## src/rtl/barker_pkg.sv

```systemverilog
// Shared constants and types for the Barker-11 serializer / correlator path.
// Exports BARKER_LEN, BARKER_SEQ and the serializer FSM state type.
package barker_pkg;

   localparam int BARKER_LEN = 11;
   localparam logic [BARKER_LEN-1:0] BARKER_SEQ = 11'b11100010010;

   typedef enum logic {
      SER_IDLE,
      SER_SHIFT
   } ser_state_t;

endpackage

```

## src/rtl/barker_mod_counter.sv

```systemverilog
// Modulo-MOD up counter with synchronous clear.
// Ports: i_clk, i_rst_n (sync, active-low), inc, clr, cnt, wrap (cnt at MOD-1).
module barker_mod_counter
   import barker_pkg::*;
#(
   parameter int MOD = BARKER_LEN,
   localparam int W = $clog2(MOD)
) (
   input  logic         i_clk,
   input  logic         i_rst_n,
   input  logic         inc,
   input  logic         clr,
   output logic [W-1:0] cnt,
   output logic         wrap
);

   localparam logic [W-1:0] TOP = W'(MOD - 1);

   // Terminal-count flag, independent of inc so callers can use it as a level.
   assign wrap = (cnt == TOP);

   always_ff @(posedge i_clk) begin
      if (!i_rst_n) begin
         cnt <= '0;
      end else if (clr) begin
         cnt <= '0;
      end else if (inc) begin
         cnt <= wrap ? '0 : cnt + W'(1);
      end
   end

endmodule

```

## src/rtl/barker_bit_serializer.sv

```systemverilog
// Word-to-bit AXI-Stream serializer feeding the Barker-11 correlator; m_tlast
// every FRAME_BITS bits and on the last bit of a packet. Zero-bubble reload.
// Ports: i_clk, i_rst_n (sync, active-low), s_tdata/s_tvalid/s_tlast/s_tready,
// m_tdata/m_tvalid/m_tlast/m_tready, o_busy.
// Build option: BARKER_SER_LSB_FIRST_EN selects LSB-first bit order.
module barker_bit_serializer
   import barker_pkg::*;
#(
   parameter int DATA_W     = 8,
   parameter int FRAME_BITS = BARKER_LEN
) (
   input  logic              i_clk,
   input  logic              i_rst_n,
   input  logic [DATA_W-1:0] s_tdata,
   input  logic              s_tvalid,
   input  logic              s_tlast,
   output logic              s_tready,
   output logic              m_tdata,
   output logic              m_tvalid,
   output logic              m_tlast,
   input  logic              m_tready,
   output logic              o_busy
);

   localparam int BW = $clog2(DATA_W);
   localparam int FW = $clog2(FRAME_BITS);

   ser_state_t        state_q;
   ser_state_t        state_d;
   logic [DATA_W-1:0] word_q;
   logic              pkt_last_q;
   logic [BW-1:0]     bit_idx;
   logic [FW-1:0]     frame_cnt;
   logic              bit_end;
   logic              frame_end;
   logic              beat;
   logic              load;
   logic              frame_clr;

   assign beat = m_tvalid & m_tready;

   // A packet's final bit closes the frame early, whatever its position.
   assign frame_clr = beat & pkt_last_q & bit_end;

   barker_mod_counter #(.MOD(DATA_W)) u_bit_cnt (
      .i_clk   (i_clk),
      .i_rst_n (i_rst_n),
      .inc     (beat),
      .clr     (load),
      .cnt     (bit_idx),
      .wrap    (bit_end)
   );

   barker_mod_counter #(.MOD(FRAME_BITS)) u_frame_cnt (
      .i_clk   (i_clk),
      .i_rst_n (i_rst_n),
      .inc     (beat),
      .clr     (frame_clr),
      .cnt     (frame_cnt),
      .wrap    (frame_end)
   );

   // Frame position is consumed only through its terminal-count flag.
   logic unused_frame_cnt;
   assign unused_frame_cnt = ^frame_cnt;

   always_ff @(posedge i_clk) begin
      if (!i_rst_n) begin
         state_q    <= SER_IDLE;
         word_q     <= '0;
         pkt_last_q <= 1'b0;
      end else begin
         state_q <= state_d;
         if (load) begin
            word_q     <= s_tdata;
            pkt_last_q <= s_tlast;
         end
      end
   end

   // Outputs are gated by i_rst_n so nothing is offered or accepted
   // during the reset cycle itself.
   always_comb begin
      state_d  = state_q;
      s_tready = 1'b0;
      m_tvalid = 1'b0;
      o_busy   = 1'b0;
      load     = 1'b0;
      unique case (state_q)
         SER_IDLE: begin
            s_tready = i_rst_n;
            load     = s_tvalid & i_rst_n;
            if (load) state_d = SER_SHIFT;
         end
         SER_SHIFT: begin
            m_tvalid = i_rst_n;
            o_busy   = i_rst_n;
            // Last bit leaving: accept the next word in the same cycle.
            if (i_rst_n & m_tready & bit_end) begin
               s_tready = 1'b1;
               load     = s_tvalid;
               if (!s_tvalid) state_d = SER_IDLE;
            end
         end
         default: state_d = SER_IDLE;
      endcase
   end

`ifdef BARKER_SER_LSB_FIRST_EN
   assign m_tdata = m_tvalid & word_q[bit_idx];
`else
   localparam logic [BW-1:0] MSB_IDX = BW'(DATA_W - 1);
   assign m_tdata = m_tvalid & word_q[MSB_IDX - bit_idx];
`endif

   assign m_tlast = m_tvalid & (frame_end | (pkt_last_q & bit_end));

endmodule

```

## config.mk

```make
export PLATFORM = sky130hd
export DESIGN_NAME = barker_bit_serializer
export DESIGN_NICKNAME = d
export VERILOG_FILES = /design/src/rtl/barker_pkg.sv /design/src/rtl/barker_mod_counter.sv /design/src/rtl/barker_bit_serializer.sv
export SDC_FILE = /design/constraint.sdc
export NUM_CORES = 1
export LEC_CHECK = 0
export CAP_MARGIN = 15
export CORE_MARGIN = 4
export CORE_UTILIZATION = 52
export CTS_CLUSTER_SIZE = 25
export DETAILED_ROUTE_END_ITERATION = 6
export PLACE_DENSITY = 0.79
export SYNTH_ARGS = -nofsm -noshare
export SYNTH_HDL_FRONTEND = slang
export SYNTH_SLANG_ARGS = --single-unit
```

## constraint.sdc

```tcl
create_clock -name i_clk -period 3.7 [get_ports i_clk]
set_input_delay 0.74 -clock i_clk [delete_from_list [all_inputs] [get_ports i_clk]]
set_output_delay 0.74 -clock i_clk [all_outputs]
set_load 0.05 [all_outputs]
```

Word level (Yosys, flattened, before mapping)
Index checks and enable logic that the tools add are counted.
{"block": "totals", "ff_bits": 17, "in_bits": 13, "out_inout_bits": 5, "word_cells": 38}
{"block": "op_classes", "add_sub_neg": 3, "order_cmp": 1, "eq_ne": 2, "muxes": 13, "bitwise_logic": 12, "n_reduce_logical": 2}
{"operator": "AND 1 bit", "count": 9}
{"operator": "two-way mux 1 bit", "count": 7}
{"operator": "one-hot mux 1 bit (2 select lines)", "count": 3}
{"operator": "adder 4 x 1 -> 4 bit, second input constant", "count": 1}
{"operator": "== test 4 bit, second input constant", "count": 1}
{"operator": "less-than comparator 3 x 4 -> 1 bit, second input constant", "count": 1}
{"operator": "two-way mux 4 bit", "count": 1}
{"operator": "OR reduction 2 bit", "count": 2}
{"operator": "adder 3 x 1 -> 3 bit, second input constant", "count": 1}
{"operator": "binary-select mux 1 bit (select 3 bit)", "count": 1}
{"operator": "== test 3 bit, second input constant", "count": 1}
{"operator": "two-way mux 3 bit", "count": 1}
{"operator": "subtractor 3 bit, first input constant", "count": 1}
{"operator": "inverter 1 bit", "count": 2}
{"operator": "bitwise OR 1 bit", "count": 1}

Logic depth before layout (Yosys ltp)
{"block": "logic_depth", "ltp_word": 5, "mapped_depth": 8, "depth_no_buf": 6}

By module
Synthesis repeated with hierarchy kept, for this count alone.
{"block": "unflattened", "hier_cells": 96, "area_unflattened_um2": 869.6}
{"module": "barker_bit_serializer", "n_inst": 1, "cells_each": 61, "area_each_um2": 534.3, "seq_area_each_um2": 200.2}
{"module": "barker_mod_counter (u_frame_cnt)", "n_inst": 1, "cells_each": 22, "area_each_um2": 192.7, "seq_area_each_um2": 80.1}
{"module": "barker_mod_counter (u_bit_cnt)", "n_inst": 1, "cells_each": 13, "area_each_um2": 142.6, "seq_area_each_um2": 60.1}

Worst setup path after synthesis
Ideal clock, no wire load.
{"block": "synth_path", "path_type": "in2out", "startpoint": "input port i_rst_n", "endpoint": "output port m_tdata", "arrival_time_ps": 2095, "required_ps": 2960, "setup_slack_ps": 865, "path_stages": 3, "n_path_buf": 1, "cell_sequence": "buf_2 -> nand2_1 -> nor3_1"}
{"block": "synth_via", "elab_chain_cells": 2}
{"element": "from (decl)", "line": "barker_bit_serializer.sv:13", "source": "input logic i_rst_n,"}
{"element": "two-way mux 1 bit", "line": "barker_bit_serializer.sv:89", "source": "unique case (state_q)"}
{"element": "AND 1 bit", "line": "barker_bit_serializer.sv:113", "source": "assign m_tdata = m_tvalid & word_q[MSB_IDX - bit_idx];"}
{"element": "to (decl)", "line": "barker_bit_serializer.sv:18", "source": "output logic m_tdata,"}
Every way passes these cells.

Worst setup path after layout
{"block": "layout_path", "startpoint": "input port i_rst_n", "endpoint": "output port o_busy"}
{"block": "layout_via", "elab_chain_cells": 1}
{"element": "two-way mux 1 bit", "line": "barker_bit_serializer.sv:89"}
{"element": "to (decl)", "line": "barker_bit_serializer.sv:22", "source": "output logic o_busy"}
Every way passes these cells.

==> impl_metrics.ini <==
[status]
status = finished, final reports clean

[timing]
fin_tns_setup_ns = 0
fin_crit_sh_pct = 84.4
fin_skew_ns = 0.00248
period_needed_ns = 3.12
slew_headroom_pct = 60.9
hold_viol_final = 0
setup_violations = 0
finalMaxSlewViolations = 0
max_freq_mhz = 320
rsz0062_at_grt = no
worst_slew_pin_slew_ns = 0.586

[grt]
track_usage_pct = 16.2
grt_max_degree = 20
grt_pass1_vias = 594
grt-ovfl-total = 0
antenna_found_initial = 0
grt_pass1_wl_um = 2590

[cells_and_area]
nets = 135
fillers = 128
n_antenna_cell = 0
final_cell_mix = 26 x nand2_1, 17 x dfxtp_1, 15 x clkdlybuf4s50_1
layout_commonest_cell = nand2_1
stdcell_count = 134
final_area_um2 = 1010
layout-drive-gt1-share_pct = 9.32
syn2layout_area_growth_pct = 20.9
multi_input_area_um2 = 443
seqCellArea_um2 = 340

[floorplanning]
die_area_um2 = 2320
std_cell_rows = 14
fp.coreArea_um2 = 1510
die_x_um = 48.2
initial_core_util_pct = 55.6
num_io_pins = 18
die_h_um = 48.2

[clock_network]
cts_setup_buffers = 0
cts_buffer_depth = 2
cts_hold_buffers = 0
cts_tree = yes
clock_sinks = 17
insertion_delay_ns = 0.28
post_cts_resized = 0
cts-htree-levels = 1
clock-root-buffer = clkbuf_4
numCtsBuffers = 3
clk_pin_slew_ns = 0.09

[detailed_routing]
via_per_inst = 5.27
first_pass_iters = 4
dr_total_vias = 706
ant_nets = 0
remaining_drc_errors = 0
routed_wl_um = 1560
drt_iter0_markers = 16
wl_per_cell_um = 11.6

[synthesis]
synth_largest_area_cell = dfxtp_1
syn-mean-instance-area_um2 = 8.22
yosys.area.top_type_share_pct = 40.6
synth.yosys.warnings = 0
post_synth_num_cell_types = 31
syn-num-nets = 118
syn_area_um2 = 838
synth_area_leaders = dfxtp_1 41%, nand2_1 12%, o21ai_1 5.4%, ha_1 4.5%, buf_6 2.7%
ys_seq_area_share_pct = 40.6
synthCells = 102
synth_seq_cells = 17

[setup_path]
crit_buf_inv = 3
critPathMaxFanout = 9
path_common_cell = clkdlybuf4s50_1
cpPeakStageDelay_ns = 0.80
critPathCaptureType = output port
critical_path_class = input pin to output port
critical_path.cell_chain = clkdlybuf4s50_1 > nand2_1 > inv_1 > clkdlybuf4s50_1
startpoint = i_rst_n
slowest_stage = clkdlybuf4s50_1
crit_path_start_kind = input pin
cp_top_family = buffers and inverters
r2r-start = u_bit_cnt.cnt[1]$_SDFFE_PP0P_
required_ns = 2.96
r2r_setup_slack_ns = 1.75
critPathArrivalTime_ns = 2.38

[pwr]
powerDensity_nw_per_um2 = 339
p_leak_nw = 0.400
ir_worst_vdd_mv = 0.262

[run]
max-cap-violations = 0

[placed_design]
placed_cells = 130
port_buffers = 17
place_congestion = 0.785
dpl.hpwl_um = 1190
placed_area_um2 = 987

[min_path]
hold_class = flip-flop to flip-flop
min_from = word_q[6]$_SDFFE_PN0P_
==> cell type report <==
cell class | instances | area share, %
inverters | 3 | 1.11
multi-input cells | 76 | 43.7
well taps | 16 | 1.98
flip-flops and latches | 17 | 33.6
repair buffers | 18 | 17.0
clock buffers | 4 | 2.59
==> final timing paths <==
| kind | endpoint | depth (start not counted) |
|---|---|---|
| setup reg to reg | u_bit_cnt.cnt[0]$_SDFFE_PP0P_ | 6 |
| hold reg to reg | word_q[6]$_SDFFE_PN0P_ | 2 |
| hold / removal | word_q[6]$_SDFFE_PN0P_ | 2 |
| setup / recovery | o_busy | 4 |
==> cells by family (layout without fill, tap and decap cells) <==
family                     Yosys count  count (layout)  synth area share [%]
AOI/OAI and AO/OA                   21              21                  15.5
xor gates and xnor gates             1               1                  1.04
adders and majority gates            3               3                  4.48
buffers and inverters                9              25                  6.57
DFF                                 17              17                  40.6
muxes                                3               3                  5.07
and+or+nand+nor                     48              48                  26.7
==> state kept, by name, summed over array words and instances, names as in the netlist <==
register	cells
word_q	8
u_bit_cnt.cnt	3
pkt_last_q	1
u_frame_cnt.cnt	4
state_q	1
==> through the flow <==
step | hold WS (ns) | setup slack, ns | power, mW | utilization, %
3_3_place_gp | 0.437 | 0.643 | 0.251 | 65.5
2_1_floorplan | 0.425 | 0.865 | 0.233 | -
4_1_cts | 0.461 | 0.579 | 0.349 | 67.3
6_report | 0.458 | 0.576 | 0.343 | 67.3
5_1_grt | 0.483 | 0.472 | 0.365 | 67.3
3_5_place_dp | 0.446 | 0.575 | 0.253 | 65.5
==> power by group <==
part / leakage [nW] / switching, mW / total, mW / internal [mW]
clock: 0.0150 / 0.0533 / 0.0952 / 0.0419
combinational: 0.246 / 0.0257 / 0.0506 / 0.0249
sequential: 0.139 / 0.00619 / 0.198 / 0.191
==> synthesized netlist by cell type, drive strengths merged <==
library cell  count
dfxtp            17
nand4             1
a21bo             1
ha                3
inv               3
buf               5
xor2              1
nand2            26
nor3              3
mux4              1
nand3             4
nor2b             1
a32oi             1
nand3b            1
a211oi            1
nand2b            2
and2              1
o21ai            11
nor2              6
and3              2
mux2i             2
a21boi            1
clkbuf            1
and4b             1
a21oi             6
==> routing by layer <==
metal	up-vias	GRT usage, %	share of wire (%)
met2	20	25.5	46
met4	0	4.84	1.2
met5	-	0	0
li1	376	-	-
met3	2	4.43	6.0
met1	308	21.4	47
==> tightest hold or removal path: cells and delay by family (launching register included) <==
| kind | cells | cell delay [ns] |
|---|---|---|
| compound gates | 1 | 0.05 |
| flops | 1 | 0.32 |
| simple gates | 1 | 0.05 |
(Power assumes the default switching activity.)
